[config.mk]
export PLATFORM = sky130hd
export DESIGN_NAME = power_off_timer
export DESIGN_NICKNAME = d
export VERILOG_FILES = /design/src/rtl/power_off_timer.sv
export SDC_FILE = /design/constraint.sdc
export NUM_CORES = 1
export LEC_CHECK = 0
export CORE_MARGIN = 2
export CORE_UTILIZATION = 40
export CTS_CLUSTER_SIZE = 20
export DETAILED_ROUTE_END_ITERATION = 10
export GPL_TIMING_DRIVEN = 0
export PLACE_DENSITY_LB_ADDON = 0.3
export SYNTH_ARGS = -nofsm -noshare
export SYNTH_HDL_FRONTEND = slang
export SYNTH_SLANG_ARGS = --single-unit
[constraint.sdc]
create_clock -name clk -period 4.7 [get_ports clk]
set_input_delay 1.41 -clock clk [delete_from_list [all_inputs] [get_ports clk]]
set_output_delay 1.41 -clock clk [all_outputs]
set_load 0.005 [all_outputs]
[src/rtl/power_off_timer.sv]
// Power-off timer: prescaled one-shot/watchdog countdown that latches a board
// power-kill request on expiry, with a pre-expiry warning and status readback.
`timescale 1ns/1ps

module power_off_timer #(
    parameter int unsigned CLK_DIV    = 5000000,
    parameter int unsigned CNT_W      = 16,
    parameter int unsigned WARN_TICKS = 3
) (
    input  logic             clk,
    input  logic             rst_n,
    input  logic [23:0]      in_data,
    input  logic             in_wr,
    output logic             pwr_off,
    output logic             warn,
    output logic             busy,
    output logic [CNT_W-1:0] remaining
);

    localparam int unsigned PW = $clog2(CLK_DIV);

    localparam logic [1:0] CMD_LOAD   = 2'b00;
    localparam logic [1:0] CMD_ARM    = 2'b01;
    localparam logic [1:0] CMD_KICK   = 2'b10;
    localparam logic [1:0] CMD_CANCEL = 2'b11;

    typedef enum logic [1:0] {
        IDLE     = 2'b00,
        ONESHOT  = 2'b01,
        WATCHDOG = 2'b10,
        OFF      = 2'b11
    } state_t;

    typedef struct packed {
        logic [1:0]  cmd;
        logic [21:0] value;
    } wr_word_t;

    state_t           state, state_nxt;
    logic [CNT_W-1:0] reload, reload_nxt;
    logic [CNT_W-1:0] cnt_nxt;
    logic [PW-1:0]    presc, presc_nxt;
    logic             busy_nxt, warn_nxt;
    logic             stb;
    wr_word_t         wr_word;
    logic [CNT_W-1:0] wr_val;
    logic             unused_value_bits;

    assign wr_word = wr_word_t'(in_data);
    assign wr_val  = wr_word.value[CNT_W-1:0];
    // Value bits above the counter width carry no meaning for this block.
    assign unused_value_bits = ^(wr_word.value >> CNT_W);

    assign stb = busy && (presc == PW'(CLK_DIV - 1));

    // Next-state: tick countdown first, then an accepted write overrides it.
    always_comb begin
        state_nxt  = state;
        cnt_nxt    = remaining;
        reload_nxt = reload;
        presc_nxt  = '0;

        if (busy) begin
            presc_nxt = stb ? '0 : presc + PW'(1);
        end

        if (stb) begin
            if (remaining == CNT_W'(1)) begin
                cnt_nxt   = '0;
                state_nxt = OFF;
            end else begin
                cnt_nxt = remaining - CNT_W'(1);
            end
        end

        if (in_wr && (state != OFF)) begin
            unique case (wr_word.cmd)
                CMD_LOAD: begin
                    cnt_nxt   = wr_val;
                    presc_nxt = '0;
                    state_nxt = (wr_val != '0) ? ONESHOT : IDLE;
                end
                CMD_ARM: begin
                    reload_nxt = wr_val;
                    cnt_nxt    = wr_val;
                    presc_nxt  = '0;
                    state_nxt  = (wr_val != '0) ? WATCHDOG : IDLE;
                end
                CMD_KICK: begin
                    if (state == WATCHDOG) begin
                        cnt_nxt   = reload;
                        presc_nxt = '0;
                        state_nxt = WATCHDOG;
                    end
                end
                CMD_CANCEL: begin
                    cnt_nxt   = '0;
                    presc_nxt = '0;
                    state_nxt = IDLE;
                end
                default: ;
            endcase
        end

        busy_nxt = (state_nxt == ONESHOT) || (state_nxt == WATCHDOG);
        if (!busy_nxt) begin
            presc_nxt = '0;
        end
        warn_nxt = busy_nxt && (cnt_nxt != '0) && (cnt_nxt <= CNT_W'(WARN_TICKS));
    end

    always_ff @(posedge clk or negedge rst_n) begin
        if (!rst_n) begin
            state     <= IDLE;
            remaining <= '0;
            reload    <= '0;
            presc     <= '0;
            busy      <= 1'b0;
            warn      <= 1'b0;
            pwr_off   <= 1'b0;
        end else begin
            state     <= state_nxt;
            remaining <= cnt_nxt;
            reload    <= reload_nxt;
            presc     <= presc_nxt;
            busy      <= busy_nxt;
            warn      <= warn_nxt;
            pwr_off   <= (state_nxt == OFF);
        end
    end

endmodule

==> qor_table.md, run 1 <==
| Stage | Result | This run |
|---|---|---|
| clocking | Clock tree from TritonCTS | built |
| timing | Final hold slack | 482 ps |
| placed design | Placed Cells incl. Taps | 455 |
| clocking | Clock root buffer | sky130_fd_sc_hd__clkbuf_8 |
| setup path | Crit path capture type | flip-flop |
| pwr | Static leakage | 1.50 nW |
| setup path | Setup slack of the worst register-to-register path | 1060 ps |
| pwr | Power density normalized to cell area | 343 nW/um^2 |
| final layout | Final Instance Count excl. Fillers | 470 |
| setup path | WS Path Type | in2reg |
| logic synthesis | Netlist cell types | 53 |
| clocking | Setup repair bufs after CTS | 0 |
| logic synthesis | Synthesized instance count | 313 |
| setup path | Cell mode on critical path | sky130_fd_sc_hd__clkbuf_2 |
| pwr | Maximum ir drop on the vdd rail | 0.145 mV |
| logic synthesis | Post-synth top area cell | sky130_fd_sc_hd__dfrtp_1 |
| placed design | Final GP Congestion | 0.924 |
| global routing | Pin count of the biggest net entering global routing | 35 |
| worst hold path | Class of the most critical hold timing path | reg2reg |
| global routing | Aggregate global-route resource usage | 0.191 |
| logic synthesis | Top area cells in the synthesized netlist | sky130_fd_sc_hd__dfrtp_1 (47%), sky130_fd_sc_hd__mux2_2 (5.6%), sky130_fd_sc_hd__nor2_1 (3.6%), sky130_fd_sc_hd__xnor2_1 (3.5%), sky130_fd_sc_hd__xor2_1 (3.5%) |
| final layout | Number of nets in the final layout | 395 |
| logic synthesis | Most common cell in the netlist | sky130_fd_sc_hd__dfrtp_1 |
| logic synthesis | Number of warning messages in the yosys log | 0 |
| logic synthesis | Yosys top cell area share | 0.467 |
| global routing | Sum of overflow across all layers after global routing | 0 |
| timing | Actual slew at the worst max-slew pin | 863 ps |
| die | Die Span X | 93.7 um |
| clocking | Level count of the clock H-tree | 3 |
| setup path | CP max stage cell | sky130_fd_sc_hd__clkdlybuf4s50_1 |
| route | DRT iter0 DRCs | 216 |
| placed design | Port bufs | 39 |
| pwr | Power share of the sequential group | 0.470 |
| timing | F_max | 0.229 GHz |
| die | Boundary pin count | 46 |
| timing | Setup repair after global routing missed its margin | false |
| final layout | Final-layout fill cell count | 719 |
| setup path | Buffers plus inverters on the worst setup path | 4 |
| pwr | Clock Power Share | 0.320 |
| clocking | Maximum clock path buffer count | 2 |
| die | Placeable Area | 7770 um^2 |
| logic synthesis | Total of flip-flops plus latches after synthesis | 60 |
| setup path | Sequence of cells on the critical path | clkdlybuf4s50_1 -> a21bo_2 -> buf_2 -> nor2_2 -> clkbuf_2 -> nand2_2 -> clkbuf_2 -> o21ai_0 -> ha_1 -> o31ai_1 -> or4_1 -> nor4_2 |
| clocking | Clock buffer count from CTS | 9 |
| die | Die height | 93.7 um |
| global routing | Number of antenna violations at the first check in global routing | 0 |
| timing | Fraction of the cycle the final worst path needs | 0.928 |
| timing | Time the final worst path needs with I/O delays and setup | 4360 ps |
| timing | Number of max-slew violations in the final report | 0 |
| logic synthesis | Combined area of all synthesized cells | 3220 um^2 |
| logic synthesis | Top FF cell, synth | sky130_fd_sc_hd__dfrtp_1 |
| timing | Final Hold Violating Endpoints | 0 |
| final layout | Area growth syn-to-layout | 22.4% |
| pwr | Internal cell power | 0.000938 W |
| timing | Setup Skew | 8.90 ps |
| clocking | Clock slew at the register clock pins of the worst setup and hold paths | 70 ps |
| logic synthesis | Fraction of registers with async set/reset | 1.00 |
| route | Drt via density | 5.58 |
| setup path | R2R depth | 9 |
| route | Number of vias after detailed routing | 2622 |
| route | DRT Wirelength | 7.85 mm |
| route | DR DRC count | 0 |
| logic synthesis | Commonest cells in the synthesized netlist | sky130_fd_sc_hd__dfrtp_1 (60), sky130_fd_sc_hd__nor2_1 (31), sky130_fd_sc_hd__mux2_2 (16) |
| global routing | First-pass GRT wire length | 12.9 mm |
| setup path | Maximum fanout along the worst path | 10 |
| final layout | Proportion of layout cells with a drive suffix above 1 | 0.141 |
| worst hold path | Worst hold stages | 1 |
| die | Area enclosed by the die boundary | 8780 um^2 |
| setup path | Number of stages on the worst setup path | 12 |
| logic synthesis | Average size of a mapped cell | 10.3 um^2 |
| setup path | Kind of cell adding the most delay to the critical path | buffers and inverters |
| pwr | Switching pwr | 0.000410 W |
| timing | Worst slew margin relative to its limit | 0.425 |
| clocking | Number of sinks on the clock net | 60 |
| route | Pre-Repair DR Iteration Count | 4 |
| setup path | Worst Setup Start Kind | input pin |
| logic synthesis | Synthesized netlist net count | 344 |
| route | Antenna viol nets, final | 0 |
| pwr | Part of the total power dissipated in combinational logic | 0.210 |
| route | Wirelength per Cell | 16.7 um |
| setup path | WP data required | 4960 ps |
| pwr | Net switching fraction of the power | 0.304 |
| logic synthesis | Share of the yosys chip area belonging to registers | 0.467 |
| clocking | Worst-Skew Late Latency | 350 ps |
| global routing | Vias in the first global route | 2532 |
| setup path | Data arrival at the endpoint of the critical path | 4620 ps |
| run status | Run status | finished, final reports clean |
| die | Std-Cell Rows | 32 |
| timing | Number of setup violations in the final report | 0 |
| setup path | Critical Path Max Stage Delay | 500 ps |
| die | Starting Density | 0.414 |
| logic synthesis | Count of flip-flops with a built-in enable after synthesis | 0 |
| job | # Max-Cap Violations | 0 |
| final layout | Antenna Cells | 0 |
| placed design | Detailed placer's ending HPWL | 5.79 mm |
| final layout | Share of the core filled with cells in the final layout | 0.507 |
==> per-stage QoR <==
stage | area, um^2 | total power, W | worst slack (ps) | TNS, ps
after global placement | 3730 | 0.000915 | -465 | -8620
after global routing | 3940 | 0.00141 | 96.6 | 0
final | 3940 | 0.00135 | 338 | 0
after detailed placement | 3750 | 0.000923 | -470 | -9470
after CTS | 3930 | 0.00135 | 38.0 | 0
after floorplan | 3220 | 0.000780 | 729 | 0
==> timing repair <==
item                                    CTS  global route
endpoints found under the setup margin   21            21
gates resized for setup                   1             8
hold buffers                              0             0
==> cell usage in the layout, fill, tap and decap left out, types with 9 or more instances in the layout <==
cell type	count
sky130_fd_sc_hd__xor2_1	13
sky130_fd_sc_hd__nor2_1	30
sky130_fd_sc_hd__or4_1	9
sky130_fd_sc_hd__a21oi_1	10
sky130_fd_sc_hd__nand2_1	11
sky130_fd_sc_hd__nor3_1	9
sky130_fd_sc_hd__clkdlybuf4s50_1	38
sky130_fd_sc_hd__nor4_1	14
sky130_fd_sc_hd__nand3_1	12
sky130_fd_sc_hd__o21ai_0	11
sky130_fd_sc_hd__clkbuf_8	11
sky130_fd_sc_hd__mux2_2	16
sky130_fd_sc_hd__a22oi_1	12
sky130_fd_sc_hd__dfrtp_1	60
sky130_fd_sc_hd__xnor2_1	13
==> flip-flops by register name, summed over array words and instances (netlist names) <==
name,count
busy,1
presc,23
pwr_off,1
reload,16
remaining,16
state,2
warn,1
==> final cells by class <==
type                            instances  area (um^2)  share of cell area
Inverter                                8         30.0             0.00763
Buffer                                 10         58.8              0.0149
Multi-Input combinational cell        235         1640               0.416
Timing Repair Buffer                   40          405               0.103
Clock inverter                          4         25.0             0.00636
Sequential cell                        60         1500               0.381
Clock buffer                           11          151              0.0385
Tap cell                              102          128              0.0324
==> routing by layer <==
metal	vias to the layer above	wire length [um]	global-route usage
met5	-	0	0
met4	0	175	0.0821
met3	14	533	0.0441
met2	83	3460	0.270
met1	1268	3680	0.279
li1	1257	-	-
==> final timing paths <==
| check | start | end |
|---|---|---|
| max reg2reg | remaining[5] | warn |
| max in group asynchronous | rst_n | reload[5] |
| min | presc[0] | presc[0] |
| min in group asynchronous | rst_n | presc[3] |
| max | in_wr | warn |
| min reg2reg | presc[0] | presc[0] |
==> logic make-up after synthesis <==
logic type / Yosys count / synth area share
mux: 19 / 0.0653
simple gates: 129 / 0.235
fa+ha+maj: 4 / 0.0156
buf+inv: 18 / 0.0261
flops: 60 / 0.467
xor+xnor: 26 / 0.0708
compound gates: 57 / 0.120
==> power by group through the flow <==
stage,sequential [W],clock [W],combinational [W]
2_1_floorplan,0.000628,0,0.000152
3_3_place_gp,0.000640,0,0.000276
3_5_place_dp,0.000642,0,0.000281
4_1_cts,0.000632,0.000436,0.000282
5_1_grt,0.000642,0.000457,0.000311
6_report,0.000633,0.000432,0.000284
==> worst reg2reg max path, stage by stage, from the launching register on <==
cell	delay [ps]
sky130_fd_sc_hd__dfrtp_1	440
sky130_fd_sc_hd__or4_1	610
sky130_fd_sc_hd__nor4b_2	560
sky130_fd_sc_hd__nor4b_4	520
sky130_fd_sc_hd__o21ai_0	160
sky130_fd_sc_hd__o41ai_1	110
sky130_fd_sc_hd__ha_1	280
sky130_fd_sc_hd__o31ai_1	110
sky130_fd_sc_hd__or4_1	480
sky130_fd_sc_hd__nor4_2	290
Note: power is estimated with default switching activity, not from simulation.
==> inputs of run 2 (changes only) <==
CORE_UTILIZATION = 56   (was 40)
==> run 2 against run 1 <==
  * Clock power up 10%
  * Critical path type unchanged
  * Power up 3.3%
  * Critical path depth unchanged
  * Clock skew about the same
  * Non-clock buffer count unchanged
  * Via count up 2.9%
  * Hold slack better by 8.6 ps
  * Design area down 0.41%
  * Die area down 27%
==> qor_table.md, run 2 (synthesized netlist as in run 1, its figures left out) <==
| Stage | Result | This run |
|---|---|---|
| run status | Run status | finished, final reports clean |
| timing | Setup Skew | 9.14 ps |
| route | Antenna viol nets, final | 0 |
| clocking | Clock tree from TritonCTS | built |
| route | DR DRC count | 0 |
| placed design | Port bufs | 39 |
| clocking | Hold buffers post-CTS | 0 |
| placed design | Final GP Congestion | 0.924 |
| final layout | Final-layout fill cell count | 445 |
| setup path | WS Path Type | in2reg |
| die | Std-Cell Rows | 27 |
| placed design | Detailed placer's ending HPWL | 5.68 mm |
| final layout | Number of flip-flops in the largest register | 23 |
| clocking | Number of sinks on the clock net | 60 |
| timing | Time the final worst path needs with I/O delays and setup | 4500 ps |
| job | # Max-Cap Violations | 0 |
| setup path | Data arrival at the endpoint of the critical path | 4750 ps |
| clocking | Clock buffer count from CTS | 9 |
| clocking | Clock root buffer | sky130_fd_sc_hd__clkbuf_8 |
| worst hold path | Class of the most critical hold timing path | reg2reg |
| clocking | Level count of the clock H-tree | 3 |
| die | Boundary pin count | 46 |
| final layout | Number of nets in the final layout | 395 |
| pwr | Static leakage | 1.51 nW |
| route | Number of vias after detailed routing | 2698 |
| route | DRT Wirelength | 7.75 mm |
| timing | Final Hold Violating Endpoints | 0 |
| timing | Fraction of the cycle the final worst path needs | 0.958 |
| clocking | Maximum clock path buffer count | 2 |
| pwr | Maximum ir drop on the vdd rail | 0.214 mV |
| setup path | Worst Setup Start Kind | input pin |
| die | Area enclosed by the die boundary | 6370 um^2 |
| final layout | Design area | 3920 um^2 |
| final layout | Register bank with the most flops | presc |
| die | Starting Density | 0.581 |
| timing | Number of setup violations in the final report | 0 |
| global routing | Number of antenna violations at the first check in global routing | 0 |
| setup path | Setup slack of the worst register-to-register path | 1010 ps |
| die | Placeable Area | 5540 um^2 |
| timing | Final hold slack | 490 ps |
| setup path | WP data required | 4950 ps |
| final layout | Antenna Cells | 0 |
| placed design | Worst slack at placement | -379 ps |
| global routing | Global Route met1 Usage | 0.389 |
| placed design | Post-detailed-placement cell area | 3710 um^2 |
| global routing | Aggregate global-route resource usage | 0.267 |
| clocking | Clock slew at the register clock pins of the worst setup and hold paths | 70 ps |
| route | DRT iter0 DRCs | 355 |
| global routing | Sum of overflow across all layers after global routing | 0 |
| timing | Worst slew margin relative to its limit | 0.516 |
| final layout | Most common library cell in the layout ignoring fill and taps | sky130_fd_sc_hd__dfrtp_1 |
| global routing | Vias in the first global route | 2600 |
| global routing | First-pass GRT wire length | 12.9 mm |
| final layout | Proportion of layout cells with a drive suffix above 1 | 0.136 |
| pwr | Power density normalized to cell area | 355 nW/um^2 |
| timing | F_max | 0.222 GHz |
| route | Wirelength per Cell | 17.6 um |
| route | Drt via density | 6.12 |
| timing | Setup repair after global routing missed its margin | false |
| die | Die Span X | 79.8 um |
| final layout | Area growth syn-to-layout | 21.9% |
| timing | Worst setup slack after layout | 199 ps |
| final layout | Commonest cells after routing, fill and taps aside | sky130_fd_sc_hd__dfrtp_1 (60), sky130_fd_sc_hd__clkdlybuf4s50_1 (38), sky130_fd_sc_hd__nor2_1 (31) |
| die | Die height | 79.8 um |
| timing | Number of max-slew violations in the final report | 0 |
| global routing | GR Layer Usage met3 | 0.0509 |
| final layout | Top flop regs | presc (23), reload (16), remaining (16) |
| global routing | Met2 routing resource usage after global routing | 0.391 |
| final layout | Share of the core filled with cells in the final layout | 0.708 |
| global routing | Pin count of the biggest net entering global routing | 41 |
| route | Pre-Repair DR Iteration Count | 5 |
| clocking | Worst-Skew Late Latency | 340 ps |
| setup path | Maximum fanout along the worst path | 10 |
| timing | Actual slew at the worst max-slew pin | 726 ps |
| pwr | Overall power consumption | 0.00139 W |
| global routing | Gr busiest metal | met2 |
| setup path | Crit path capture type | flip-flop |
-- run 2: what timing repair did --
| item | 4_1_cts | 5_1_grt |
|---|---|---|
| setup buffers | 0 | 0 |
| setup endpoints to repair | 5 | 21 |
| cloned | 0 | 0 |
| gates resized for setup | 1 | 6 |
-- run 2: layout make-up --
type / instances / area [um^2] / area share
well taps: 72 / 90.1 / 0.0230
multi-input cells: 235 / 1630 / 0.416
repair buffers: 40 / 405 / 0.103
clock inverters: 4 / 47.5 / 0.0121
flip-flops and latches: 60 / 1500 / 0.383
inverters: 8 / 30.0 / 0.00766
plain buffers: 10 / 58.8 / 0.0150
clock buffers: 12 / 155 / 0.0396
-- run 2: worst paths after layout --
check                        startpoint    endpoint  cells past startpoint
max                               in_wr        warn                     12
min                            presc[0]    presc[0]                      1
max reg2reg                remaining[6]        warn                      9
min reg2reg                    presc[0]    presc[0]                      1
max in group asynchronous         rst_n  reload[10]                      2
min in group asynchronous         rst_n    presc[3]                      1
-- run 2: stage by stage --
step	cells	TNS (ps)
finish	441	0
global route	441	0
CTS	441	0
detailed placement	425	-7310
global placement	424	-5600
floorplan	313	0
-- run 2: power breakdown --
group          total [W]  internal, W  switching, W
logic           0.000283     0.000147      0.000135
clock network   0.000476     0.000272      0.000204
registers       0.000634     0.000576     0.0000584
total            0.00139     0.000995      0.000398
-- run 2: critical path, stage by stage --
cell and delay (ps):
sky130_fd_sc_hd__clkdlybuf4s50_1 480, sky130_fd_sc_hd__a21bo_2 230, sky130_fd_sc_hd__buf_2 170, sky130_fd_sc_hd__nor2_1 260, sky130_fd_sc_hd__clkbuf_2 290, sky130_fd_sc_hd__nand2_1 260
sky130_fd_sc_hd__clkbuf_2 300, sky130_fd_sc_hd__o21ai_0 260, sky130_fd_sc_hd__ha_1 220, sky130_fd_sc_hd__o31ai_1 110, sky130_fd_sc_hd__or4_1 470, sky130_fd_sc_hd__nor4_2 300
-- run 2: routing by layer --
metal | vias up | share of wire
li1 | 1271 | -
met1 | 1298 | 0.46
met2 | 110 | 0.44
met3 | 19 | 0.075
met4 | 0 | 0.021
met5 | - | 0
